==> src/rtl/sseg_scan_mux_if.sv <==
// Bus between the display scanner and its producer/consumer: value loading,
// live display controls and the decoder/anode drive back out.
interface sseg_scan_mux_if #(
    parameter int DIGITS = 4
);
    logic [4*DIGITS-1:0] value;
    logic                load;
    logic [DIGITS-1:0]   digit_en;
    logic                lzb;
    logic [3:0]          num;
    logic [DIGITS-1:0]   anode;
    logic                blank;
    logic                frame_tick;

    // Producer side: supplies value/controls, observes the scan outputs.
    modport master (
        output value, load, digit_en, lzb,
        input  num, anode, blank, frame_tick
    );

    // Scanner side.
    modport slave (
        input  value, load, digit_en, lzb,
        output num, anode, blank, frame_tick
    );
endinterface

==> src/rtl/sseg_scan_mux.sv <==
// Multiplexed seven-segment scanner. Time-slices a double-buffered hex value
// one digit per slot, with an anti-ghost blank gap at the start of each slot,
// per-digit enables and optional leading-zero blanking. New values are only
// committed at the frame boundary so a frame never mixes old and new digits.
module sseg_scan_mux #(
    parameter int DIGITS       = 4,
    parameter int PRESCALE     = 50000,
    parameter int BLANK_CYCLES = 16
) (
    input  logic         clk,
    input  logic         rst_n,
    sseg_scan_mux_if.slave bus
);
    localparam int CNT_W = $clog2(PRESCALE);
    localparam int IDX_W = (DIGITS > 1) ? $clog2(DIGITS) : 1;

    typedef logic [DIGITS-1:0][3:0] nibbles_t;

    // Scan position
    logic [CNT_W-1:0]  cnt_q, cnt_d;
    logic [IDX_W-1:0]  idx_q, idx_d;

    // Double buffer: pending takes loads, shadow is what is displayed
    nibbles_t          pending_q, pending_d;
    nibbles_t          shadow_q, shadow_d;

    // Registered outputs
    logic [3:0]        num_q, num_d;
    logic [DIGITS-1:0] anode_q, anode_d;
    logic              blank_q, blank_d;
    logic              frame_tick_q, frame_tick_d;

    logic              slot_end;
    logic              wrap;
    logic [DIGITS-1:0] upper_zero;
    logic              zero_run;
    logic              zero_blanked;
    logic              lit;

    // Flag, per digit, whether it and every more significant digit is zero.
    always_comb begin
        upper_zero = '0;
        zero_run   = 1'b1;
        // NOTE: zero_run is a combinational accumulator inside one evaluation,
        // so it uses blocking assignments and is seeded before the loop; a
        // variable read before being written here would infer a latch.
        for (int i = DIGITS - 1; i >= 0; i--) begin
            zero_run      = zero_run & (shadow_q[i] == 4'h0);
            upper_zero[i] = zero_run;
        end
    end

    // Next scan position, buffer updates and the output image of this slot.
    always_comb begin
        cnt_d        = cnt_q;
        idx_d        = idx_q;
        pending_d    = pending_q;
        shadow_d     = shadow_q;
        frame_tick_d = 1'b0;
        anode_d      = '1;

        slot_end = (cnt_q == CNT_W'(PRESCALE - 1));
        wrap     = slot_end && (idx_q == IDX_W'(DIGITS - 1));

        if (slot_end) begin
            cnt_d = '0;
            idx_d = (idx_q == IDX_W'(DIGITS - 1)) ? '0 : idx_q + IDX_W'(1);
        end else begin
            cnt_d = cnt_q + CNT_W'(1);
        end

        if (bus.load) begin
            pending_d = bus.value;
        end

        // A load on the wrap edge itself goes straight to the display.
        if (wrap) begin
            shadow_d     = bus.load ? nibbles_t'(bus.value) : pending_q;
            frame_tick_d = 1'b1;
        end

        // Outputs reflect the pre-edge slot; digit 0 is never zero-blanked.
        zero_blanked = bus.lzb && (idx_q != '0) && upper_zero[idx_q];
        lit          = (cnt_q >= CNT_W'(BLANK_CYCLES)) && bus.digit_en[idx_q]
                       && !zero_blanked;

        num_d = shadow_q[idx_q];
        if (lit) begin
            anode_d[idx_q] = 1'b0;
        end
        blank_d = !lit;
    end

    // State and output registers; reset blanks the display immediately.
    always_ff @(posedge clk or negedge rst_n) begin
        // NOTE: every flop here, including the digit buffers, is reset so the
        // display starts dark and deterministic; sequential state uses <= only.
        if (!rst_n) begin
            cnt_q        <= '0;
            idx_q        <= '0;
            pending_q    <= '0;
            shadow_q     <= '0;
            num_q        <= 4'h0;
            anode_q      <= '1;
            blank_q      <= 1'b1;
            frame_tick_q <= 1'b0;
        end else begin
            cnt_q        <= cnt_d;
            idx_q        <= idx_d;
            pending_q    <= pending_d;
            shadow_q     <= shadow_d;
            num_q        <= num_d;
            anode_q      <= anode_d;
            blank_q      <= blank_d;
            frame_tick_q <= frame_tick_d;
        end
    end

    assign bus.num        = num_q;
    assign bus.anode      = anode_q;
    assign bus.blank      = blank_q;
    assign bus.frame_tick = frame_tick_q;
endmodule

==> src/flat_wrapper.sv <==
// flat-port wrapper written by rule: the top's interface ports become plain ports
module sseg_scan_mux_flat 
#(
    parameter int DIGITS       = 4,
    parameter int PRESCALE     = 50000,
    parameter int BLANK_CYCLES = 16
)
  (clk, rst_n, bus_value, bus_load, bus_digit_en, bus_lzb, bus_num, bus_anode, bus_blank, bus_frame_tick);
  sseg_scan_mux_if #(.DIGITS(DIGITS)) bus_i ();
  input  logic clk;
  input  logic rst_n;
  input wire logic [$bits(bus_i.value)-1:0] bus_value;
  input wire logic [$bits(bus_i.load)-1:0] bus_load;
  input wire logic [$bits(bus_i.digit_en)-1:0] bus_digit_en;
  input wire logic [$bits(bus_i.lzb)-1:0] bus_lzb;
  output wire logic [$bits(bus_i.num)-1:0] bus_num;
  output wire logic [$bits(bus_i.anode)-1:0] bus_anode;
  output wire logic [$bits(bus_i.blank)-1:0] bus_blank;
  output wire logic [$bits(bus_i.frame_tick)-1:0] bus_frame_tick;
  assign bus_i.value = bus_value;
  assign bus_i.load = bus_load;
  assign bus_i.digit_en = bus_digit_en;
  assign bus_i.lzb = bus_lzb;
  assign bus_num = bus_i.num;
  assign bus_anode = bus_i.anode;
  assign bus_blank = bus_i.blank;
  assign bus_frame_tick = bus_i.frame_tick;
  sseg_scan_mux #(.DIGITS(DIGITS), .PRESCALE(PRESCALE), .BLANK_CYCLES(BLANK_CYCLES)) u_core (.clk(clk), .rst_n(rst_n), .bus(bus_i));
endmodule
==> config.mk <==
export PLATFORM = sky130hd
export DESIGN_NAME = sseg_scan_mux_flat
export DESIGN_NICKNAME = d
export VERILOG_FILES = /design/src/rtl/sseg_scan_mux_if.sv /design/src/rtl/sseg_scan_mux.sv /design/src/flat_wrapper.sv
export SDC_FILE = /design/constraint.sdc
export NUM_CORES = 1
export LEC_CHECK = 0
export ABC_AREA = 1
export CAP_MARGIN = 20
export CORE_MARGIN = 1.5
export CORE_UTILIZATION = 38
export CTS_CLUSTER_DIAMETER = 50
export DETAILED_ROUTE_END_ITERATION = 10
export PLACE_DENSITY = 0.63
export SETUP_SLACK_MARGIN = 0.05
export SYNTH_ARGS = -nofsm -noshare
export SYNTH_HDL_FRONTEND = slang
export SYNTH_SLANG_ARGS = --single-unit
==> constraint.sdc <==
create_clock -name clk -period 4.3 [get_ports clk]
set_clock_uncertainty 0.2 [all_clocks]
set_input_delay 0.86 -clock clk [delete_from_list [all_inputs] [get_ports clk]]
set_output_delay 0.86 -clock clk [all_outputs]
set_load 0.01 [all_outputs]
; Word-level counts from Yosys, hierarchy flattened
; Cells that the tools add are included.
[word_totals]
register_bits = 60
inputBits = 24
elab_cells = 51
[op_classes]
n_addsub = 2
order_cmp = 3
n_eq_ne = 2
mux = 13
n_bitwise = 4
n_reduce_logical = 13
[ops]
columns = operator, count
row1 = 2-to-1 mux 16 bit, 2
row2 = "adder 16 x 1 -> 16 bit, second input constant", 1
row3 = "== test 16 bit, second input constant", 1
row4 = ">= comparator 16 x 5 -> 1 bit, second input constant", 1
row5 = zero test 4 bit, 4
row6 = binary-select mux 4 bit (select 2 bit), 1
row7 = 2-to-1 mux 4 bit, 2
row8 = logical AND 1 bit, 6
row9 = binary-select mux 1 bit (select 2 bit), 2
row10 = 2-to-1 mux 1 bit, 4
row11 = NOT 4 bit, 1
row12 = AND 1 bit, 3
row13 = "less-than comparator 2 x 3 -> 1 bit, second input constant", 1
row14 = "adder 2 x 1 -> 2 bit, second input constant", 1
row15 = demux 1 bit (select 2 bit), 1
row16 = "== test 2 bit, second input constant", 1
row17 = ">= comparator 2 x 1 -> 1 bit, second input constant", 1
row18 = zero test 1 bit, 2
row19 = 2-to-1 mux 2 bit, 1
row20 = nonzero test 2 bit, 1

; Longest topological paths before layout
[logic_depth]
ltp_word = 10
depth_mapped = 10

; Worst setup path after synthesis
; Ideal clock, no wire load.
[synth_timing]
kind = input-to-reg
start = input bus_load
end = register u_core.shadow_q[11] (netlist name)
setup_ps = 65
arrival_time_ps = 1533
required_time_ps = 4035
setup_slack_ps = 2503
cell_stages = 7
n_path_buf = 2
cell_sequence = buf_2 -> inv_1 -> buf_2 -> nand2_1 -> nand2_1 -> nand2_1 -> nand2_1
[synth_between]
elab_chain_len = 1
[synth_rtl]
columns = item, line_no
row1 = from (decl), flat_wrapper.sv:13  ; input wire logic [$bits(bus_i.load)-1:0] bus_load;
row2 = 2-to-1 mux 16 bit, sseg_scan_mux.sv:78  ; shadow_d = bus.load ? nibbles_t'(bus.value) : pending_q;
row3 = to (signal assigned), sseg_scan_mux.sv:111  ; shadow_q <= shadow_d;
row4 = to (decl), sseg_scan_mux.sv:25  ; nibbles_t shadow_q, shadow_d;
; No other way between the ends.
; A chain may end at the register's enable or synchronous reset.

; Worst setup path after layout
[layout_timing]
start = register u_core.anode_q[3] (netlist: u_core.bus.anode[3])
end = output bus_anode[3]
[layout_rtl]
columns = item, line_no
row1 = from (decl), sseg_scan_mux.sv:29  ; logic [DIGITS-1:0] anode_q, anode_d;
row2 = from (signal assigned), sseg_scan_mux.sv:113  ; anode_q <= anode_d;
row3 = to (decl), flat_wrapper.sv:17  ; output wire logic [$bits(bus_i.anode)-1:0] bus_anode;
; No word-level cell between the ends.

==> run summary <==
Run status: complete, no violations
Clk Latency, worst-skew pair: 0.35 ns
DR vias/cell: 4.54
CTS tree: done
I/O pin count: 34
Total power: 0.00120 W
Final instance area: 3400 sq um
Slowest cell on the critical path: dfstp_2
Cell total after placement: 467
Placed instance area: 3170 sq um
Power per standard cell area: 355 nW/um^2
Post-synth top cells: 143 x nand2_1, 55 x dfrtp_1, 48 x nor2_1
Synthesis Warnings: 0
R2r setup slk: 2.24 ns
FF+latch count, synth: 60
Worst endpoint required time: 3.24 ns
Final setup viols: 0
# DRC: 0
Worst Hold Launch: u_core.pending_q[12]
Crit-path cells: clkdlybuf4s50_1
Crit start category: flip-flop
Hold Path Class: flip-flop to flip-flop
Synth-to-layout area growth: 22.9%
Core occupancy in the finished layout: 49.2%
Cell taking the most area after synthesis: dfrtp_1
WHS Path Cells: 2
Gates resized, CTS repair: 0
Hold buffers post-CTS: 0
CP Capture Type: output port
Rows: 30
DRT Pass-1 Iters: 6
R2r worst-path depth: 7
Share of post-route cells with drive strength above 1: 8.53%
F_max: 410 MHz
First-pass GRT wire length: 9.61 mm
Initial DRC Count: 110
Number of global-route vias before repair: 2011
Max transition margin: 60.9%
Largest net degree at the start of global routing: 37
Bufs on Longest Clock Path: 2
Die ar.: 7790 sq um
Slowest cell delay on critical path: 0.52 ns
Sequential share of the synthesized area: 54.5%
FF-to-FF End: u_core.bus.anode[2]
Hold Path End: u_core.pending_q[12]
Min Tclk post-route: 2.44 ns
ANT nets after route: 0
Core area: 6910 sq um
GR Overflow Total: 0
CTS H-tree depth: 3
Wire per inst: 11.8 um
Worst Tran Pin Value: 0.587 ns
Max cap viols: 0
Pins Over Slew Limit: 0
CP max FO: 1
Post-synth cell types: 26
Post-synth EDFFs: 0
FF-to-FF Start: u_core.idx_q[0]
Period utilisation layout: 56.7%
Nets: 412
Post-CTS Setup Bufs: 0
Buffers & Inverters on Critical Path: 1
Post-synth ARST share: 100%
Final HPWL DP: 4.07 mm
Via count: 2194
Mean cell area of the mapped netlist: 8.03 sq um
Top cell type's share of synthesized area: 49.8%
Clk sinks: 60
Synth Instances: 344
Synth top area cells: dfrtp_1 50%, nand2_1 19%, nor2_1 6.5%
Gpl congestion: 0.832
Buffers on Ports: 33
Critical path class: flip-flop to output port
Setup TNS: 0 ns
Overall routing resource usage: 16.5%
Fin cells: 483
Fin. Hold Viols: 0
RSZ-0062 raised after global routing: no
Mapped Area: 2760 sq um
Detailed Route WL: 5.72 mm
Static Leak: 1.58 nW
Root Buffer: clkbuf_8
Dominant synthesized flop cell: dfrtp_1
Initial Util: 40.0%
CTS Buf Count: 9
Most common cell in the synthesized netlist: nand2_1
Initial antenna violation count: 0
Clock slew at reported path FFs: 0.07 ns
Cell family with most CP delay: flip-flops
DIE HEIGHT: 88.3 um
Net Count, Synth: 374
Worst EP arrival: 1.38 ns
IR drop worst, VDD: 0.000169 V
Die width: 88.3 um
# diodes: 0
-- where the power goes --
group	internal, W	total, W	switching [W]
clock	0.000329	0.000563	0.000235
combinational	0.0000267	0.0000584	0.0000317
sequential	0.000579	0.000583	0.00000389
total	0.000934	0.00120	0.000270
-- kinds of logic (layout without fill, tap and decap cells) --
logic type | after synthesis | count (layout) | share of synthesized area [%]
fa+ha+maj | 6 | 6 | 2.72
buf+inv | 35 | 78 | 5.43
compound gates | 21 | 21 | 4.07
simple gates | 218 | 218 | 32.0
xor+xnor | 4 | 4 | 1.27
flops | 60 | 60 | 54.5
-- state kept, by name, indices dropped and copies added, names as in the netlist --
| name | cells |
|---|---|
| u_core.bus.blank | 1 |
| u_core.idx_q | 2 |
| u_core.pending_q | 16 |
| u_core.bus.num | 4 |
| u_core.cnt_q | 16 |
| u_core.bus.anode | 4 |
| u_core.bus.frame_tick | 1 |
| u_core.shadow_q | 16 |
-- layout make-up --
cell class | instances | area (sq um)
Clock buffer | 9 | 124
Clock inverter | 7 | 98.8
Fill cell | 709 | 3510
Inverter | 28 | 108
Multi-Input combinational cell | 249 | 1110
Sequential cell | 60 | 1510
Tap cell | 96 | 120
Timing Repair Buffer | 34 | 333
-- tightest hold or removal path, stage by stage, from the launching register on --
cell and delay (ns):
dfrtp_1 0.32, nand2_1 0.05, nand2_1 0.07
-- layer usage --
layer | track usage (%) | wire length, um | vias to the layer above
li1 | - | - | 1145
met1 | 22.9 | 2920 | 999
met2 | 23.7 | 2480 | 43
met3 | 5.41 | 239 | 7
met4 | 6.82 | 87 | 0
met5 | 0 | 0 | -
-- cells in the final DEF (no fill, tap or decap), types with 4 or more instances in the layout --
master             n
nand2_1          143
dfrtp_1           55
nor2_1            48
clkdlybuf4s50_1   32
inv_1             24
o21ai_0           13
nand3_1           12
clkbuf_8           9
ha_1               6
dfstp_2            5
o22ai_1            4
nor3_1             4
xor2_1             4
-- through the flow --
stage	worst slack, ns	hold slack [ns]
finish	1.86	0.272
global route	1.75	0.290
CTS	1.84	0.275
detailed placement	1.51	0.256
global placement	1.60	0.251
floorplan	2.50	0.238
-- worst max path at each step --
stage                         from             endpoint  slack [ns]  cells past startpoint
2_1_floorplan             bus_load  u_core.shadow_q[11]        2.50                      7
3_3_place_gp              bus_load   u_core.shadow_q[9]        1.60                      6
3_5_place_dp              bus_load   u_core.shadow_q[9]        1.51                      6
4_1_cts        u_core.bus.anode[2]         bus_anode[2]        1.84                      1
5_1_grt                   bus_load   u_core.shadow_q[9]        1.75                      6
6_report       u_core.bus.anode[3]         bus_anode[3]        1.86                      1
Power figures use the tool's default switching activity.
